==> src/rtl/framebuffer_stream_dma_writer.sv <==
// rtl/framebuffer_stream_dma_writer.sv - AXIS frame-tile stream to AXI4 INCR burst writer
//
// Purpose: accepts one committed frame-tile stream, buffers up to BURST_LEN
// beats so the burst length is known up front, then writes each chunk as one
// AXI4 INCR burst starting at a programmable base address. The final burst
// carries only the beats that remain.
//
// Optional feature macro: FRAMEBUFFER_STREAM_DMA_WRITER_RESP_CHECK_EN
//   defined     - a non-OKAY bresp sets sticky error, the rest of the stream is
//                 discarded and no further bursts are issued.
//   not defined - bresp is ignored and error is held at 0.
//
// Ports:
//   clk, reset                 clock, synchronous active-high reset
//   cmdStart, cmdBaseAddr      start pulse and destination byte address
//   busy, done, error          status: in progress, completion pulse, sticky resp error
//   s_axis_*                   input stream (tvalid/tready/tlast/tdata)
//   m_axi_aw*                  write address channel
//   m_axi_w*                   write data channel
//   m_axi_b*                   write response channel
module framebuffer_stream_dma_writer #(
    parameter int STREAM_WIDTH = 32,
    parameter int ADDR_WIDTH   = 32,
    parameter int BURST_LEN    = 16
) (
    input  logic                      clk,
    input  logic                      reset,
    input  logic                      cmdStart,
    input  logic [ADDR_WIDTH-1:0]     cmdBaseAddr,
    output logic                      busy,
    output logic                      done,
    output logic                      error,
    input  logic                      s_axis_tvalid,
    output logic                      s_axis_tready,
    input  logic                      s_axis_tlast,
    input  logic [STREAM_WIDTH-1:0]   s_axis_tdata,
    output logic                      m_axi_awvalid,
    input  logic                      m_axi_awready,
    output logic [ADDR_WIDTH-1:0]     m_axi_awaddr,
    output logic [7:0]                m_axi_awlen,
    output logic [2:0]                m_axi_awsize,
    output logic [1:0]                m_axi_awburst,
    output logic                      m_axi_wvalid,
    input  logic                      m_axi_wready,
    output logic [STREAM_WIDTH-1:0]   m_axi_wdata,
    output logic [STREAM_WIDTH/8-1:0] m_axi_wstrb,
    output logic                      m_axi_wlast,
    input  logic                      m_axi_bvalid,
    output logic                      m_axi_bready,
    input  logic [1:0]                m_axi_bresp
);

    localparam int BYTES = STREAM_WIDTH / 8;
    localparam int SHIFT = $clog2(BYTES);
    // count must reach BURST_LEN itself, so it needs one bit more than an index
    localparam int CW    = $clog2(BURST_LEN) + 1;
    localparam int IW    = (BURST_LEN > 1) ? $clog2(BURST_LEN) : 1;

    typedef enum logic [2:0] {
        S_IDLE,
        S_FILL,
        S_ADDR,
        S_DATA,
        S_RESP,
        S_SKIP
    } state_t;

    state_t                  state_q;
    logic [CW-1:0]           count_q;
    logic [IW-1:0]           rd_idx_q;
    logic                    frame_last_q;
    logic [ADDR_WIDTH-1:0]   cur_addr_q;
    logic                    busy_q;
    logic                    done_q;
    logic                    error_q;
    logic                    tready_q;
    logic                    awvalid_q;
    logic [ADDR_WIDTH-1:0]   awaddr_q;
    logic [7:0]              awlen_q;
    logic                    wvalid_q;
    logic [STREAM_WIDTH-1:0] wdata_q;
    logic                    wlast_q;
    logic                    bready_q;

    logic [STREAM_WIDTH-1:0] mem_q [BURST_LEN];

    logic                    beat_fire_d;
    logic [CW-1:0]           count_inc_d;
    logic [CW-1:0]           last_idx_d;
    logic [ADDR_WIDTH-1:0]   next_addr_d;
    logic                    resp_bad_d;

    assign beat_fire_d = s_axis_tvalid & tready_q;
    assign count_inc_d = count_q + CW'(1);
    assign last_idx_d  = count_q - CW'(1);
    assign next_addr_d = cur_addr_q + (ADDR_WIDTH'(count_q) << SHIFT);

`ifdef FRAMEBUFFER_STREAM_DMA_WRITER_RESP_CHECK_EN
    assign resp_bad_d = m_axi_bresp != 2'b00;
`else
    logic unused_bresp;
    assign unused_bresp = ^m_axi_bresp;
    assign resp_bad_d   = 1'b0;
`endif

    // Burst buffer: no reset needed, contents are only read after being written
    always_ff @(posedge clk) begin
        if (state_q == S_FILL && beat_fire_d) begin
            mem_q[count_q[IW-1:0]] <= s_axis_tdata;
        end
    end

    always_ff @(posedge clk) begin
        if (reset) begin
            state_q      <= S_IDLE;
            count_q      <= '0;
            rd_idx_q     <= '0;
            frame_last_q <= 1'b0;
            cur_addr_q   <= '0;
            busy_q       <= 1'b0;
            done_q       <= 1'b0;
            error_q      <= 1'b0;
            tready_q     <= 1'b0;
            awvalid_q    <= 1'b0;
            awaddr_q     <= '0;
            awlen_q      <= '0;
            wvalid_q     <= 1'b0;
            wdata_q      <= '0;
            wlast_q      <= 1'b0;
            bready_q     <= 1'b0;
        end else begin
            done_q <= 1'b0;
            case (state_q)
                S_IDLE: begin
                    if (cmdStart) begin
                        cur_addr_q   <= cmdBaseAddr;
                        error_q      <= 1'b0;
                        busy_q       <= 1'b1;
                        count_q      <= '0;
                        frame_last_q <= 1'b0;
                        tready_q     <= 1'b1;
                        state_q      <= S_FILL;
                    end
                end
                S_FILL: begin
                    if (beat_fire_d) begin
                        count_q <= count_inc_d;
                        // Close the burst on tlast or when the buffer is full;
                        // awlen is the pre-increment count (beats - 1).
                        if (s_axis_tlast || count_inc_d == CW'(BURST_LEN)) begin
                            tready_q     <= 1'b0;
                            frame_last_q <= s_axis_tlast;
                            awvalid_q    <= 1'b1;
                            awaddr_q     <= cur_addr_q;
                            awlen_q      <= 8'(count_q);
                            state_q      <= S_ADDR;
                        end
                    end
                end
                S_ADDR: begin
                    if (m_axi_awready) begin
                        awvalid_q <= 1'b0;
                        wvalid_q  <= 1'b1;
                        wdata_q   <= mem_q[0];
                        wlast_q   <= (count_q == CW'(1));
                        // rd_idx points at the beat to present after the next handshake
                        rd_idx_q  <= IW'(1);
                        state_q   <= S_DATA;
                    end
                end
                S_DATA: begin
                    if (m_axi_wready) begin
                        if (wlast_q) begin
                            wvalid_q <= 1'b0;
                            wlast_q  <= 1'b0;
                            bready_q <= 1'b1;
                            state_q  <= S_RESP;
                        end else begin
                            wdata_q  <= mem_q[rd_idx_q];
                            wlast_q  <= (CW'(rd_idx_q) == last_idx_d);
                            rd_idx_q <= rd_idx_q + IW'(1);
                        end
                    end
                end
                S_RESP: begin
                    if (m_axi_bvalid) begin
                        bready_q <= 1'b0;
                        if (resp_bad_d) begin
                            error_q <= 1'b1;
                            if (frame_last_q) begin
                                done_q  <= 1'b1;
                                busy_q  <= 1'b0;
                                state_q <= S_IDLE;
                            end else begin
                                tready_q <= 1'b1;
                                state_q  <= S_SKIP;
                            end
                        end else if (frame_last_q) begin
                            done_q  <= 1'b1;
                            busy_q  <= 1'b0;
                            state_q <= S_IDLE;
                        end else begin
                            cur_addr_q <= next_addr_d;
                            count_q    <= '0;
                            tready_q   <= 1'b1;
                            state_q    <= S_FILL;
                        end
                    end
                end
                S_SKIP: begin
                    // Swallow the rest of the stream after a failed burst
                    if (beat_fire_d && s_axis_tlast) begin
                        tready_q <= 1'b0;
                        done_q   <= 1'b1;
                        busy_q   <= 1'b0;
                        state_q  <= S_IDLE;
                    end
                end
                default: state_q <= S_IDLE;
            endcase
        end
    end

    assign busy          = busy_q;
    assign done          = done_q;
    assign error         = error_q;
    assign s_axis_tready = tready_q;
    assign m_axi_awvalid = awvalid_q;
    assign m_axi_awaddr  = awaddr_q;
    assign m_axi_awlen   = awlen_q;
    assign m_axi_awsize  = 3'(SHIFT);
    assign m_axi_awburst = 2'b01;
    assign m_axi_wvalid  = wvalid_q;
    assign m_axi_wdata   = wdata_q;
    assign m_axi_wstrb   = '1;
    assign m_axi_wlast   = wlast_q;
    assign m_axi_bready  = bready_q;

endmodule

==> config.mk <==
export PLATFORM = sky130hd
export DESIGN_NAME = framebuffer_stream_dma_writer
export DESIGN_NICKNAME = d
export VERILOG_FILES = /design/src/rtl/framebuffer_stream_dma_writer.sv
export SDC_FILE = /design/constraint.sdc
export NUM_CORES = 1
export LEC_CHECK = 0
export ABC_AREA = 1
export ABC_CLOCK_PERIOD_IN_PS = 2800
export CAP_MARGIN = 25
export CELL_PAD_IN_SITES_DETAIL_PLACEMENT = 1
export CELL_PAD_IN_SITES_GLOBAL_PLACEMENT = 1
export CORE_MARGIN = 1
export CORE_UTILIZATION = 40
export CTS_BUF_LIST = sky130_fd_sc_hd__clkbuf_4 sky130_fd_sc_hd__clkbuf_8
export CTS_CLUSTER_SIZE = 30
export DETAILED_ROUTE_END_ITERATION = 8
export DONT_BUFFER_PORTS = 1
export GPL_ROUTABILITY_DRIVEN = 0
export PLACE_DENSITY_LB_ADDON = 0.1
export SLEW_MARGIN = 10
export SYNTH_ARGS = -nofsm -noshare
export SYNTH_HDL_FRONTEND = slang
export SYNTH_SLANG_ARGS = --single-unit
==> constraint.sdc <==
create_clock -name clk -period 2.8 [get_ports clk]
set_input_delay 0.56 -clock clk [delete_from_list [all_inputs] [get_ports clk]]
set_output_delay 0.56 -clock clk [all_outputs]
set_load 0.1 [all_outputs]
==> results of run 1 <==
## cells in the mapped netlist, drive strengths merged, types with 11 or more instances
master / count
buf: 118
o211ai: 43
edfxtp: 512
ha: 11
clkbuf: 54
nand3: 319
a21oi: 147
dfxtp: 125
or2: 14
nor2: 427
inv: 148
nand2: 434
o21ai: 265
## per-layer routing
| metal | track usage [%] | up-vias | wire (µm) |
|---|---|---|---|
| met1 | 30.1 | 9930 | 35600 |
| met5 | 0 | - | 23 |
| met2 | 39.0 | 379 | 38800 |
| met3 | 3.73 | 148 | 3210 |
| met4 | 8.28 | 4 | 2360 |
| li1 | - | 9320 | - |
## what timing repair did
| action | in CTS | in global routing |
|---|---|---|
| resized for setup | 0 | 0 |
| endpoints found under the hold margin | 586 | 0 |
| hold buffers | 39 | 0 |
## how the worst min path moves through the flow
stage | from | to | cells after the start
final | cmdBaseAddr[6] | cur_addr_q[6] | 2
after global routing | cmdBaseAddr[6] | cur_addr_q[6] | 2
after CTS | cmdBaseAddr[0] | cur_addr_q[0] | 2
after detailed placement | cur_addr_q[1] | cur_addr_q[1] | 2
after global placement | m_axi_awaddr[6] | m_axi_awaddr[6] | 2
after floorplan | cur_addr_q[0] | cur_addr_q[0] | 2
## per-stage QoR
| stage | instances | util, % | total power [mW] |
|---|---|---|---|
| after detailed placement | 3459 | 42.2 | 16.3 |
| after global placement | 3459 | 42.2 | 16.1 |
| after floorplan | 2674 | - | 15.2 |
| final | 3702 | 46.2 | 24.8 |
| after CTS | 3701 | 46.2 | 25.1 |
| after global routing | 3702 | 46.2 | 26.0 |
## cells by family after synthesis
family / count (synthesis)
buffers and inverters: 321
AO/OA/AOI/OAI: 463
XOR/XNOR: 12
adder cells (fa/ha/maj): 12
flip-flops: 637
other: 2
AND/OR/NAND/NOR: 1216
## power groups by stage
stage                     clock network [mW]  logic, mW  registers [mW]
after detailed placement                   0       4.05            12.2
after global placement                     0       3.94            12.2
after floorplan                            0       2.85            12.4
final                                   8.62       4.20            12.0
after global routing                    9.22       4.67            12.1
after CTS                               8.85       4.24            12.0
## final cells by class
type | count | area (µm²)
clock buffer | 178 | 2140
inverter | 149 | 572
clock inverter | 25 | 143
tap | 873 | 1090
antenna | 1 | 2.50
sequential | 637 | 17900
fill | 7385 | 36200
timing repair buffer | 123 | 1250
multi-input combinational | 1716 | 8010
## state kept, by name (all words and copies together), names as in the netlist, 3 cells and up, named ones only
signal	cells
cur_addr_q	32
m_axi_awlen	5
m_axi_awaddr	32
mem_q	512
count_q	5
m_axi_wdata	32
state_q	3
rd_idx_q	4
==> load_flow_metrics.sql, run 1 <==
INSERT INTO impl_metrics (metric_group, metric, value, unit) VALUES
('routing', 'drt_wl_total', '80.0', 'mm'),
('critical_path', 'slowest_stage', 'sky130_fd_sc_hd__dfxtp_1', ''),
('yosys', 'netlist_area_before_placement', '27200', 'µm²'),
('timing', 'final_critical_path_setup_slack', '479', 'ps'),
('critical_path', 'critical_path_cell_count', '11', ''),
('placed_design', 'hpwlAfterDp', '45.1', 'mm'),
('critical_path', 'timing.critical_path.arrival', '2930', 'ps'),
('placed_design', 'placed_cell_area', '28400', 'µm²'),
('clock_network', 'cts.reportedPaths.clkPinSlew', '60', 'ps'),
('critical_path', 'worst_setup_path_start_kind', 'register', ''),
('yosys', 'synth_compound_gate_area_share', '9.02', '%'),
('critical_path', 'worstRegToRegCells', '11', ''),
('cells_and_area', 'commonest_non_fill_non_tap_cell_in_the_layout', 'sky130_fd_sc_hd__edfxtp_1', ''),
('power', 'pwr_density_cell', '798', 'nW/µm²'),
('floorplanning', 'die_height', '263', 'µm'),
('yosys', 'share_of_the_synthesized_area_in_the_top_cell_type', '56.5', '%'),
('routing', 'initialDrtViolationCount', '1232', ''),
('timing', 'setup_viol_count_final', '0', ''),
('timing', 'worst_pin_slew', '1010', 'ps'),
('critical_path', 'crit_path_end', 'm_axi_awaddr[0]', ''),
('power', 'sw_frac_of_total', '32.8', '%'),
('floorplanning', 'floorplan.initialDensity', '40.4', '%'),
('timing', 'worst_hold_slack', '63.9', 'ps'),
('routing', 'drt-vias-per-instance', '5.34', ''),
('global_routing', 'first_global_vias', '20636', ''),
('timing', 'final.setup.tns', '0', 'ps'),
('global_routing', 'initial_antenna_violation_count', '3', ''),
('cells_and_area', 'area_growth', '14.3', '%'),
('yosys', 'synth.distinct_cells', '42', ''),
('cells_and_area', 'post-route-cell-area', '31100', 'µm²'),
('yosys', 'synth-edff-count', '512', ''),
('floorplanning', 'die_x', '263', 'µm'),
('power', 'leakage', '11.0', 'nW'),
('yosys', 'yosys-mux-area-fraction', '0', '%'),
('yosys', 'adder_and_majority_cell_fraction_of_the_synthesized_area', '0.580', '%'),
('yosys', 'synth.largest_area_cell', 'sky130_fd_sc_hd__edfxtp_1', ''),
('clock_network', 'cts_tree', 'built', ''),
('timing', 'fin_worst_skew', '44.4', 'ps'),
('power', 'proportion_of_power_drawn_by_the_clock_network', '34.7', '%'),
('timing', 'drv_slew', '0', ''),
('status', 'status', 'finished clean', ''),
('critical_path', 'path_class', 'reg2reg', ''),
('routing', 'drc_errors', '0', ''),
('critical_path', 'critical_path.reg2reg.startpoint', 'count_q[1]', ''),
('clock_network', 'clock_sinks', '637', ''),
('critical_path', 'critPathRequiredTime', '3410', 'ps'),
('global_routing', 'grt_usage', '23.1', '%'),
('global_routing', 'grt_max_degree', '196', ''),
('floorplanning', 'num_io_pins', '163', ''),
('yosys', 'synthCells', '2663', ''),
('clock_network', 'num_cts_buffers', '108', ''),
('critical_path', 'rr_endpoint', 'm_axi_awaddr[0]', ''),
('power', 'p_int', '16.7', 'mW'),
('routing', 'antenna_violating_nets_post_route', '0', ''),
('global_routing', 'grt_first_pass_wirelength', '122', 'mm'),
('yosys', 'ys_dominant_reg_cell', 'sky130_fd_sc_hd__edfxtp_1', ''),
('critical_path', 'crit_path_start', 'count_q[1]', ''),
('cells_and_area', 'final_cell_mix', 'sky130_fd_sc_hd__edfxtp_1, sky130_fd_sc_hd__nand2_1, sky130_fd_sc_hd__nor2_1, sky130_fd_sc_hd__nand3_1, sky130_fd_sc_hd__o21ai_0', ''),
('routing', 'vias', '19781', ''),
('yosys', 'ys_top_cells_by_area', 'sky130_fd_sc_hd__edfxtp_1, sky130_fd_sc_hd__dfxtp_1, sky130_fd_sc_hd__nand2_1', ''),
('cells_and_area', 'drive_above_1_share', '11.8', '%'),
('yosys', 'yosysWarnings', '0', ''),
('global_routing', 'overflow', '0', ''),
('timing', 'fin_crit_sh', '82.9', '%'),
('timing', 'finalHoldViolCount', '0', ''),
('critical_path', 'worst-r2r-setup-slack', '480', 'ps'),
('hold_path', 'timing.hold.worst.class', 'in2reg', ''),
('timing', 'max_freq', '431', 'MHz'),
('routing', 'drt_first_pass_iters', '5', ''),
('critical_path', 'critical_path.max_fanout', '21', ''),
('run', 'cap_violations', '0', '');
No activity file was read; power rests on OpenSTA's default activity.
==> run 2: changes to the inputs <==
--- a/config.mk
+++ b/config.mk
@@ -6,7 +6,7 @@
 export NUM_CORES = 1
 export LEC_CHECK = 0
 export ABC_AREA = 1
-export ABC_CLOCK_PERIOD_IN_PS = 2800
+export ABC_CLOCK_PERIOD_IN_PS = 2100
 export CAP_MARGIN = 25
 export CELL_PAD_IN_SITES_DETAIL_PLACEMENT = 1
 export CELL_PAD_IN_SITES_GLOBAL_PLACEMENT = 1
==> constraint.sdc (replaced) <==
create_clock -name clk -period 2.1 [get_ports clk]
set_input_delay 0.42 -clock clk [delete_from_list [all_inputs] [get_ports clk]]
set_output_delay 0.42 -clock clk [all_outputs]
set_load 0.1 [all_outputs]
==> load_flow_metrics.sql, run 2 (same netlist as run 1, synthesis figures left out) <==
INSERT INTO impl_metrics (metric_group, metric, value, unit) VALUES
('cells_and_area', 'largest_register_ffs', '512', ''),
('floorplanning', 'row_count', '95', ''),
('timing', 'fin_crit_sh', '93.3', '%'),
('critical_path', 'path_class', 'reg2reg', ''),
('cells_and_area', 'area_growth', '19.2', '%'),
('timing', 'setup_viol_count_final', '0', ''),
('routing', 'drc_errors', '0', ''),
('power', 'total_power', '33.3', 'mW'),
('clock_network', 'cts_tree', 'built', ''),
('routing', 'vias', '20337', ''),
('timing', 'max-slew-margin-rel', '56.9', '%'),
('power', 'vdd_ir_drop_max', '0.000796', 'V'),
('power', 'pwr_density_cell', '1030', 'nW/µm²'),
('critical_path', 'cpPeakStageDelay', '340', 'ps'),
('clock_network', 'cts.reportedPaths.clkPinSlew', '60', 'ps'),
('timing', 'max_freq', '510', 'MHz'),
('clock_network', 'clock_path_buffers', '3', ''),
('critical_path', 'critPathRequiredTime', '2720', 'ps'),
('critical_path', 'setup.worst_path.end_class', 'register', ''),
('placed_design', 'placed_cell_area', '29500', 'µm²'),
('floorplanning', 'design.die.area', '69100', 'µm²'),
('global_routing', 'initial_antenna_violation_count', '3', ''),
('clock_network', 'clock_tree.htree_level_count', '3', ''),
('floorplanning', 'die_x', '263', 'µm'),
('cells_and_area', 'drive_above_1_share', '14.4', '%'),
('floorplanning', 'fp.coreArea', '67300', 'µm²'),
('cells_and_area', 'fillers', '7350', ''),
('clock_network', 'clock_sinks', '637', ''),
('global_routing', 'overflow', '0', ''),
('routing', 'initialDrtViolationCount', '1154', ''),
('power', 'leakage', '11.7', 'nW'),
('timing', 'finalHoldViolCount', '0', ''),
('global_routing', 'first_global_vias', '21202', ''),
('cells_and_area', 'commonest_non_fill_non_tap_cell_in_the_layout', 'sky130_fd_sc_hd__edfxtp_1', ''),
('timing', 'worst_pin_slew', '644', 'ps'),
('timing', 'drv_slew', '0', ''),
('global_routing', 'grt_first_pass_wirelength', '125', 'mm'),
('critical_path', 'worst_setup_path_start_kind', 'register', ''),
('timing', 'fin_worst_skew', '29.6', 'ps'),
('critical_path', 'slowest_stage', 'sky130_fd_sc_hd__dfxtp_1', ''),
('timing', 'period_minus_slack', '1960', 'ps'),
('hold_path', 'timing.hold.worst.class', 'in2reg', ''),
('cells_and_area', 'final_cell_mix', 'sky130_fd_sc_hd__edfxtp_1, sky130_fd_sc_hd__nand2_1, sky130_fd_sc_hd__nor2_1, sky130_fd_sc_hd__nand3_1, sky130_fd_sc_hd__o21ai_0', ''),
('routing', 'drt_first_pass_iters', '5', ''),
('placed_design', 'port_buffers', '0', ''),
('timing', 'final.setup.tns', '0', 'ps'),
('critical_path', 'timing.critical_path.arrival', '2580', 'ps'),
('run', 'cap_violations', '0', ''),
('critical_path', 'crit_path_start', 'count_q[0]', ''),
('timing', 'unrepaired_setup_endpoints_after_global_routing', 'no', ''),
('routing', 'antenna_violating_nets_post_route', '0', ''),
('clock_network', 'cts_root_buffer', 'sky130_fd_sc_hd__clkbuf_8', ''),
('hold_path', 'hold_start', 'cmdBaseAddr[28]', ''),
('clock_network', 'insertion_delay_to_the_later_sink_of_the_worst_skew_pair', '710', 'ps'),
('floorplanning', 'die_height', '263', 'µm'),
('floorplanning', 'num_io_pins', '163', ''),
('critical_path', 'timing.critical_path.cells', 'buf_4 > ha_2 > nand3_1 > nand2_1 > nand3_1 > o21ai_2 > buf_4 > buf_12 > nand3_1 > a21oi_1', ''),
('critical_path', 'critical_path.reg2reg.startpoint', 'count_q[0]', ''),
('routing', 'drt-vias-per-instance', '5.33', ''),
('placed_design', 'hpwlAfterDp', '47.9', 'mm'),
('cells_and_area', 'finish.net_count', '2942', ''),
('clock_network', 'num_cts_buffers', '107', ''),
('critical_path', 'critical_path.max_fanout', '31', ''),
('cells_and_area', 'post-route-cell-area', '32400', 'µm²'),
('global_routing', 'grt_usage', '23.5', '%'),
('routing', 'mean_routed_wirelength_per_cell', '21.3', 'µm'),
('global_routing', 'grt_max_degree', '73', ''),
('critical_path', 'worst_path_most_repeated_cell', 'sky130_fd_sc_hd__nand3_1', ''),
('routing', 'drt_wl_total', '81.2', 'mm'),
('floorplanning', 'floorplan.initialDensity', '40.4', '%'),
('status', 'status', 'finished clean', '');
## run 2: changes by cell type in the layout (fill, tap and decap cells not counted), moves of 3 or more
cell	delta
sky130_fd_sc_hd__dlygate4sd3_1	+28
sky130_fd_sc_hd__nand2_1	-6
sky130_fd_sc_hd__clkbuf_4	-5
sky130_fd_sc_hd__clkbuf_8	-13
sky130_fd_sc_hd__clkinv_1	+8
sky130_fd_sc_hd__buf_4	+59
sky130_fd_sc_hd__buf_12	+34
sky130_fd_sc_hd__clkinv_2	+3
sky130_fd_sc_hd__nand2_2	+6
## run 2: path summary, 6_finish.rpt
path / endpoint / slack (ps) / cells after the start
min: cur_addr_q[28] / 70 / 4
max: m_axi_awaddr[2] / 140 / 10
min reg2reg: m_axi_awaddr[21] / 460 / 2
max reg2reg: m_axi_awaddr[2] / 140 / 10
## run 2: worst max-delay path: cells and delay by family (launching register included)
| family | cells | cell delay [ps] |
|---|---|---|
| flops | 1 | 340 |
| simple gates | 4 | 440 |
| fa+ha+maj | 1 | 230 |
| compound gates | 2 | 360 |
| buf+inv | 3 | 510 |
## run 2: timing repair
action,CTS,global route
buffers inserted,0,1
hold buffers,67,0
endpoints found under the setup margin,0,49
hold endpoints to repair,603,0
resized for setup,0,9
## run 2: layer usage
layer | up-vias | routed length, µm | share of wire, % | global-route usage [%]
met5 | - | 23 | 0.028 | 0
met4 | 4 | 2310 | 2.8 | 8.41
met3 | 160 | 3220 | 4.0 | 3.41
met2 | 422 | 39600 | 49 | 39.7
met1 | 10197 | 36000 | 44 | 30.7
li1 | 9554 | - | - | -
## run 2: layout make-up
type / count / area [µm²] / share of cell area [%]
Antenna cell: 1 / 2.50 / 0.00772
Clock buffer: 160 / 1930 / 5.94
Clock inverter: 36 / 220 / 0.679
Inverter: 149 / 572 / 1.76
Multi-Input combinational cell: 1716 / 8050 / 24.8
Sequential cell: 637 / 17900 / 55.2
Tap cell: 873 / 1090 / 3.37
Timing Repair Buffer: 245 / 2670 / 8.22
## run 2: per-stage QoR
| stage | util, % | hold WS (ps) | setup slack (ps) | std cells |
|---|---|---|---|---|
| 4_1_cts | 48.1 | 7.70 | 12.4 | 3815 |
| 5_1_grt | 48.2 | 51.0 | 0.228 | 3817 |
| 3_3_place_gp | 43.9 | 444 | 134 | 3552 |
| 3_5_place_dp | 43.9 | 450 | 47.6 | 3552 |
| 2_1_floorplan | - | 424 | 0.141 | 2674 |
| 6_report | 48.2 | 69.1 | 141 | 3817 |
## run 2: where the power goes
part	switching [mW]	leakage (nW)	internal [mW]
clock	5.00	1.14	6.09
sequential	0.533	5.62	14.2
combinational	5.39	4.90	2.09
